==> config.mk <==
export PLATFORM = sky130hd
export DESIGN_NAME = lsu_mem_master_flat
export DESIGN_NICKNAME = d
export VERILOG_FILES = /design/src/rtl/lsu_mem_master_if.sv /design/src/rtl/lsu_mem_master.sv /design/src/flat_wrapper.sv
export SDC_FILE = /design/constraint.sdc
export NUM_CORES = 1
export LEC_CHECK = 0
export CAP_MARGIN = 20
export CORE_AREA = 5 5 152 154
export DETAILED_ROUTE_END_ITERATION = 16
export DIE_AREA = 0 0 157 159
export PLACE_DENSITY = 0.55
export SYNTH_ARGS = -nofsm -noshare
export SYNTH_HDL_FRONTEND = slang
export SYNTH_SLANG_ARGS = --single-unit
==> constraint.sdc <==
create_clock -name clk -period 2.49 [get_ports clk]
set_input_delay 0.3735 -clock clk [delete_from_list [all_inputs] [get_ports clk]]
set_output_delay 0.3735 -clock clk [all_outputs]
set_load 0.1 [all_outputs]
==> src/rtl/lsu_mem_master_if.sv <==
// LSU core-side request/response and memory-bus signals
// master = LSU side, slave = core/memory side
interface lsu_mem_master_if;
  logic        req_valid;
  logic        req_ready;
  logic        req_wen;
  logic [31:0] req_addr;
  logic [31:0] req_wdata;
  logic [2:0]  req_funct3;
  logic        resp_valid;
  logic [31:0] resp_rdata;
  logic        resp_err;
  logic        mem_valid;
  logic        mem_ready;
  logic        mem_wen;
  logic [31:0] mem_addr;
  logic [31:0] mem_wdata;
  logic [3:0]  mem_wstrb;
  logic        mem_rvalid;
  logic [31:0] mem_rdata;

  modport master (
    input  req_valid, req_wen, req_addr,
    input  req_wdata, req_funct3,
    output req_ready,
    output resp_valid, resp_rdata, resp_err,
    output mem_valid, mem_wen, mem_addr,
    output mem_wdata, mem_wstrb,
    input  mem_ready, mem_rvalid, mem_rdata
  );

  modport slave (
    output req_valid, req_wen, req_addr,
    output req_wdata, req_funct3,
    input  req_ready,
    input  resp_valid, resp_rdata, resp_err,
    input  mem_valid, mem_wen, mem_addr,
    input  mem_wdata, mem_wstrb,
    output mem_ready, mem_rvalid, mem_rdata
  );
endinterface

==> src/rtl/lsu_mem_master.sv <==
// Single-outstanding load/store bus master with timeout abort.
// Optional macro LSU_MISALIGN_CHECK_EN: reject misaligned half/word.
module lsu_mem_master #(
  parameter int unsigned TIMEOUT_CYC = 255
) (
  input logic              clk,
  input logic              rst_n,
  lsu_mem_master_if.master bus
);

  localparam logic [1:0] S_IDLE = 2'd0;
  localparam logic [1:0] S_REQ  = 2'd1;
  localparam logic [1:0] S_WAIT = 2'd2;
  localparam logic [1:0] S_RESP = 2'd3;

  logic [1:0]  state_q, state_d;
  logic [9:0]  cnt_q, cnt_d;
  logic [10:0] cnt_inc;
  logic        wen_q;
  logic [31:0] addr_q;
  logic [31:0] wdata_q;
  logic [2:0]  f3_q;
  logic [31:0] rdata_q, rdata_d;
  logic        err_q, err_d;
  logic        cap;
  logic        is_b, is_h, is_s;
  logic [4:0]  sh;
  logic [31:0] lane;
  logic [31:0] ld;
  logic [3:0]  strb_base;

`ifdef LSU_MISALIGN_CHECK_EN
  function automatic logic misal(
    input logic [2:0] f3,
    input logic [1:0] a
  );
    logic b, h;
    b = (f3 == 3'b000) || (f3 == 3'b100);
    h = (f3 == 3'b001) || (f3 == 3'b101);
    if (b) return 1'b0;
    if (h) return a[0];
    return a != 2'b00;
  endfunction
`endif

  assign is_b = (f3_q == 3'b000) || (f3_q == 3'b100);
  assign is_h = (f3_q == 3'b001) || (f3_q == 3'b101);
  assign is_s = ~f3_q[2];
  assign sh   = {addr_q[1:0], 3'b000};
  assign lane = bus.mem_rdata >> sh;
  assign cnt_inc = {1'b0, cnt_q} + 11'd1;

  // Lane select and sign/zero extension of the read word
  always_comb begin
    ld = lane;
    unique case (1'b1)
      is_b:    ld = {{24{is_s & lane[7]}}, lane[7:0]};
      is_h:    ld = {{16{is_s & lane[15]}}, lane[15:0]};
      default: ld = lane;
    endcase
  end

  // Byte-enable pattern before lane shifting
  always_comb begin
    strb_base = 4'b1111;
    unique case (1'b1)
      is_b:    strb_base = 4'b0001;
      is_h:    strb_base = 4'b0011;
      default: strb_base = 4'b1111;
    endcase
  end

  // Next-state, timeout counter and result latching
  always_comb begin
    state_d = state_q;
    cnt_d   = cnt_q;
    rdata_d = rdata_q;
    err_d   = err_q;
    cap     = 1'b0;
    case (state_q)
      S_IDLE: begin
        if (bus.req_valid) begin
          cap     = 1'b1;
          cnt_d   = '0;
          rdata_d = '0;
          err_d   = 1'b0;
          state_d = S_REQ;
`ifdef LSU_MISALIGN_CHECK_EN
          if (misal(bus.req_funct3, bus.req_addr[1:0])) begin
            err_d   = 1'b1;
            state_d = S_RESP;
          end
`endif
        end
      end
      S_REQ: begin
        if (bus.mem_ready) begin
          cnt_d   = '0;
          state_d = S_WAIT;
        end
      end
      S_WAIT: begin
        cnt_d = cnt_inc[9:0];
        if (bus.mem_rvalid) begin
          rdata_d = wen_q ? 32'd0 : ld;
          err_d   = 1'b0;
          state_d = S_RESP;
        end else if (cnt_inc == 11'(TIMEOUT_CYC)) begin
          rdata_d = '0;
          err_d   = 1'b1;
          state_d = S_RESP;
        end
      end
      default: state_d = S_IDLE;
    endcase
  end

  // State, counter and result registers
  always_ff @(posedge clk or negedge rst_n) begin
    if (!rst_n) begin
      state_q <= S_IDLE;
      cnt_q   <= '0;
      rdata_q <= '0;
      err_q   <= 1'b0;
    end else begin
      state_q <= state_d;
      cnt_q   <= cnt_d;
      rdata_q <= rdata_d;
      err_q   <= err_d;
    end
  end

  // Capture the request fields on the handshake
  always_ff @(posedge clk or negedge rst_n) begin
    if (!rst_n) begin
      wen_q   <= 1'b0;
      addr_q  <= '0;
      wdata_q <= '0;
      f3_q    <= '0;
    end else if (cap) begin
      wen_q   <= bus.req_wen;
      addr_q  <= bus.req_addr;
      wdata_q <= bus.req_wdata;
      f3_q    <= bus.req_funct3;
    end
  end

  assign bus.req_ready  = rst_n & (state_q == S_IDLE);
  assign bus.resp_valid = state_q == S_RESP;
  assign bus.resp_err   = (state_q == S_RESP) & err_q;
  assign bus.resp_rdata = (state_q == S_RESP) ? rdata_q : 32'd0;
  assign bus.mem_valid  = state_q == S_REQ;
  assign bus.mem_wen    = wen_q;
  assign bus.mem_addr   = {addr_q[31:2], 2'b00};
  assign bus.mem_wdata  = wdata_q << sh;
  assign bus.mem_wstrb  = wen_q ? (strb_base << addr_q[1:0]) : 4'b0000;

endmodule

==> src/flat_wrapper.sv <==
// flat-port wrapper written by rule: the top's interface ports become plain ports
module lsu_mem_master_flat 
#(
  parameter int unsigned TIMEOUT_CYC = 255
)
  (clk, rst_n, bus_req_valid, bus_req_wen, bus_req_addr, bus_req_wdata, bus_req_funct3, bus_req_ready, bus_resp_valid, bus_resp_rdata, bus_resp_err, bus_mem_valid, bus_mem_wen, bus_mem_addr, bus_mem_wdata, bus_mem_wstrb, bus_mem_ready, bus_mem_rvalid, bus_mem_rdata);
  lsu_mem_master_if bus_i ();
  input logic clk;
  input logic rst_n;
  input wire logic [$bits(bus_i.req_valid)-1:0] bus_req_valid;
  input wire logic [$bits(bus_i.req_wen)-1:0] bus_req_wen;
  input wire logic [$bits(bus_i.req_addr)-1:0] bus_req_addr;
  input wire logic [$bits(bus_i.req_wdata)-1:0] bus_req_wdata;
  input wire logic [$bits(bus_i.req_funct3)-1:0] bus_req_funct3;
  output wire logic [$bits(bus_i.req_ready)-1:0] bus_req_ready;
  output wire logic [$bits(bus_i.resp_valid)-1:0] bus_resp_valid;
  output wire logic [$bits(bus_i.resp_rdata)-1:0] bus_resp_rdata;
  output wire logic [$bits(bus_i.resp_err)-1:0] bus_resp_err;
  output wire logic [$bits(bus_i.mem_valid)-1:0] bus_mem_valid;
  output wire logic [$bits(bus_i.mem_wen)-1:0] bus_mem_wen;
  output wire logic [$bits(bus_i.mem_addr)-1:0] bus_mem_addr;
  output wire logic [$bits(bus_i.mem_wdata)-1:0] bus_mem_wdata;
  output wire logic [$bits(bus_i.mem_wstrb)-1:0] bus_mem_wstrb;
  input wire logic [$bits(bus_i.mem_ready)-1:0] bus_mem_ready;
  input wire logic [$bits(bus_i.mem_rvalid)-1:0] bus_mem_rvalid;
  input wire logic [$bits(bus_i.mem_rdata)-1:0] bus_mem_rdata;
  assign bus_i.req_valid = bus_req_valid;
  assign bus_i.req_wen = bus_req_wen;
  assign bus_i.req_addr = bus_req_addr;
  assign bus_i.req_wdata = bus_req_wdata;
  assign bus_i.req_funct3 = bus_req_funct3;
  assign bus_req_ready = bus_i.req_ready;
  assign bus_resp_valid = bus_i.resp_valid;
  assign bus_resp_rdata = bus_i.resp_rdata;
  assign bus_resp_err = bus_i.resp_err;
  assign bus_mem_valid = bus_i.mem_valid;
  assign bus_mem_wen = bus_i.mem_wen;
  assign bus_mem_addr = bus_i.mem_addr;
  assign bus_mem_wdata = bus_i.mem_wdata;
  assign bus_mem_wstrb = bus_i.mem_wstrb;
  assign bus_i.mem_ready = bus_mem_ready;
  assign bus_i.mem_rvalid = bus_mem_rvalid;
  assign bus_i.mem_rdata = bus_mem_rdata;
  lsu_mem_master #(.TIMEOUT_CYC(TIMEOUT_CYC)) u_core (.clk(clk), .rst_n(rst_n), .bus(bus_i));
endmodule
==> impl_metrics.toml <==
[status]
status = "complete, no violations"

[global_routing]
grtUsageMet1_pct = 18.5
gr-usage-met2_pct = 25.3
grt_busiest_layer = "met2"
grt_first_pass_wirelength_um = 30700
grtUsageMet3_pct = 7.47
grt_pass1_vias = 5473
gr-total-overflow = 0
grt_max_degree = 114
grt_util_all_layers_pct = 15.5
antenna_found_initial = 2

[routing]
wl_um = 19200
via_count = 5105
viasPerCell = 4.73
remaining_drc_errors = 0
wl_per_cell_um = 17.8
drt_iter0_drc = 219
postRouteAntennaNets = 0
drtPass1Iterations = 4

[finish]
final-seq-area_sq_mm = 0.00284
drive_gt1_share_pct = 35.0
fin_util_pct = 47.2
antenna_cells = 0
finalNetCount = 897
synthToLayoutAreaGrowth_pct = 55.9
nFillCells = 1940
multi_input_area_sq_mm = 0.00337
finalNonFillerCells = 1079

[place]
hpwl_um = 14700
routabilityCongestion = 0.840
numPortBuffers = 207
dp.cells = 1047

[logic_synthesis]
synthCells = 616
ys_ff_latch = 113
seq_area_frac_synth_pct = 43.3
syn-cell-area_sq_mm = 0.00653
ys.flop_type = "dfrtp_1"
yosysWarnings = 0
async_flop_share_pct = 100
synth-edff-count = 0
syn_avg_cell_area_sq_um = 10.6
ys_types = 50

[sta]
fmax_ghz = 0.424
timing.slew.headroom_pct = 53.5
fin_crit_sh_pct = 94.8
hold_violations = 0
worst_pin_slew_ns = 0.697
drv_slew = 0
fin_skew_ns = 0.00789
setup_viol = 0
period_needed_ns = 2.36
rsz0062_at_grt = "false"

[die]
die_w_um = 157
die_h_um = 159
core_sq_mm = 0.0216
start_util_pct = 30.3
dieArea_sq_mm = 0.0250
placementRows = 54
ios = 210

[setup_path]
critPathSlowestCell = "nor2_2"
crit_chain = "nor2_2 -> and2_1 -> buf_12"
startpoint_type = "flop"
rrSetupSlack_ns = 0.15
slowest_delay_ns = 0.58
critical_path_class = "reg -> out"
crit_arrival_ns = 1.99
required_ns = 2.12
cp-end-kind = "output pin"
critPathTopFamily = "simple AND/OR/NAND/NOR gates"
cp_max_fo = 17
critical_path_buf_inv_count = 1

[clock_network]
root_buffer = "clkbuf_16"
cts_tree = "built"
cts.sinks = 113
ctsLongestPathBuffers = 2
clock_latency_ns = 0.41
cts_buffers = 17
cts.htree.levels = 4
cts_hold_buf = 0
postCtsSetupBuffers = 0
path_clk_slew_ns = 0.06

[min_path]
min_path_type = "in -> async"

[run]
maxCapViolCount = 0
## cell usage after synthesis (3+ instances only)
library cell  number  area (sq um)
a21oi_1           19          95.1
a211oi_1          23           173
nand4_1            3          18.8
ha_1               6          75.1
buf_2             10          50.1
a22o_1             7          61.3
nor2_1            32           120
buf_1             10          37.5
o21ai_0           30           150
mux2i_1           52           521
nand2b_1           3          18.8
o21a_1             3          22.5
nor3_1             3          15.0
and2_1            43           269
and3_1            10          62.6
mux2_2            74           833
dfrtp_1          113          2830
inv_1             25          93.8
mux2_4            13           195
nand3_1            7          35.0
buf_4             32           240
clkbuf_1          21          78.8
a21boi_0           8          60.1
nand2_1           18          67.6
a21o_1             3          22.5
nor2b_1           18           113
## layer usage
layer / part of all wire, % / up-vias
li1: - / 2461
met1: 40 / 2475
met2: 49 / 149
met3: 9.6 / 16
met4: 1.1 / 4
met5: 0.073 / -
## placed cells by master, fill, tap and decap left out, types with 10 or more instances in the layout
| master | instances |
|---|---|
| a211oi_1 | 23 |
| a21oi_1 | 11 |
| and2_1 | 43 |
| and3_1 | 10 |
| buf_12 | 75 |
| buf_4 | 46 |
| clkbuf_16 | 17 |
| clkdlybuf4s50_1 | 103 |
| dfrtp_1 | 109 |
| inv_1 | 25 |
| mux2_2 | 74 |
| mux2_4 | 13 |
| mux2i_1 | 52 |
| nand2_1 | 17 |
| nor2_1 | 25 |
| nor2b_1 | 17 |
| o21ai_0 | 22 |
## cell type report
| type | count | share of cell area [%] |
|---|---|---|
| flip-flops and latches | 113 | 27.9 |
| clock inverters | 14 | 1.76 |
| clock buffers | 18 | 4.32 |
| inverters | 25 | 0.923 |
| well taps | 280 | 3.44 |
| multi-input cells | 403 | 33.1 |
| repair buffers | 226 | 28.6 |
## flip-flops by register name, summed over array words and instances, names as in the netlist
register and cells:
u_core.bus.mem_wen 1, u_core.wdata_q 32, u_core.state_q 2, u_core.rdata_q 32, u_core.f3_q 3, u_core.addr_q 32
u_core.cnt_q 10, u_core.err_q 1
## logic make-up (layout without fill, tap and decap cells)
kind of cell | Yosys count | in the layout | synth area share [%]
buffers and inverters | 101 | 283 | 8.09
adders and majority gates | 6 | 6 | 1.15
AOI/OAI and AO/OA | 107 | 107 | 11.0
DFF | 113 | 113 | 43.3
and+or+nand+nor | 148 | 148 | 12.3
other | 1 | 2 | 0.0575
muxes | 140 | 140 | 24.1
## worst reg2reg max path, delay by kind of cell, from the launching register on
kind                     cells  cell delay [ns]
multiplexers                 1             0.32
adder cells (fa/ha/maj)      1             0.25
AND/OR/NAND/NOR              1             0.19
buffers and inverters        1             0.21
AO/OA/AOI/OAI                3             0.83
flip-flops                   1             0.43
## worst paths after layout
kind / from / endpoint / depth (start not counted)
setup / recovery: u_core.addr_q[1] / bus_mem_wdata[4] / 3
hold / removal: rst_n / u_core.rdata_q[3] / 2
setup reg to reg: u_core.cnt_q[1] / u_core.rdata_q[5] / 7
hold reg to reg: u_core.wdata_q[24] / u_core.wdata_q[24] / 1
max in group asynchronous: rst_n / u_core.cnt_q[0] / 2
min in group clk: u_core.wdata_q[24] / u_core.wdata_q[24] / 1
## repair_timing
action                     4_1_cts  5_1_grt
gates cloned                     0        0
setup endpoints to repair       18       24
gates resized for setup          3        4
## metrics by stage
step / instance area (sq um) / hold slack, ns / setup WS, ns / TNS [ns]
finish: 10200 / 0.0464 / 0.129 / 0
global route: 10200 / 0.129 / 0.0234 / 0
CTS: 10200 / 0.145 / 0.0214 / 0
detailed placement: 9530 / 0.488 / 0.0986 / 0
global placement: 9530 / 0.483 / 0.164 / 0
floorplan: 6710 / 0.0779 / -0.276 / -1.59
Power is left out: the tool's default activity adds up to more than one toggle a clock period on the data nets, which glitch-free logic cannot reach.
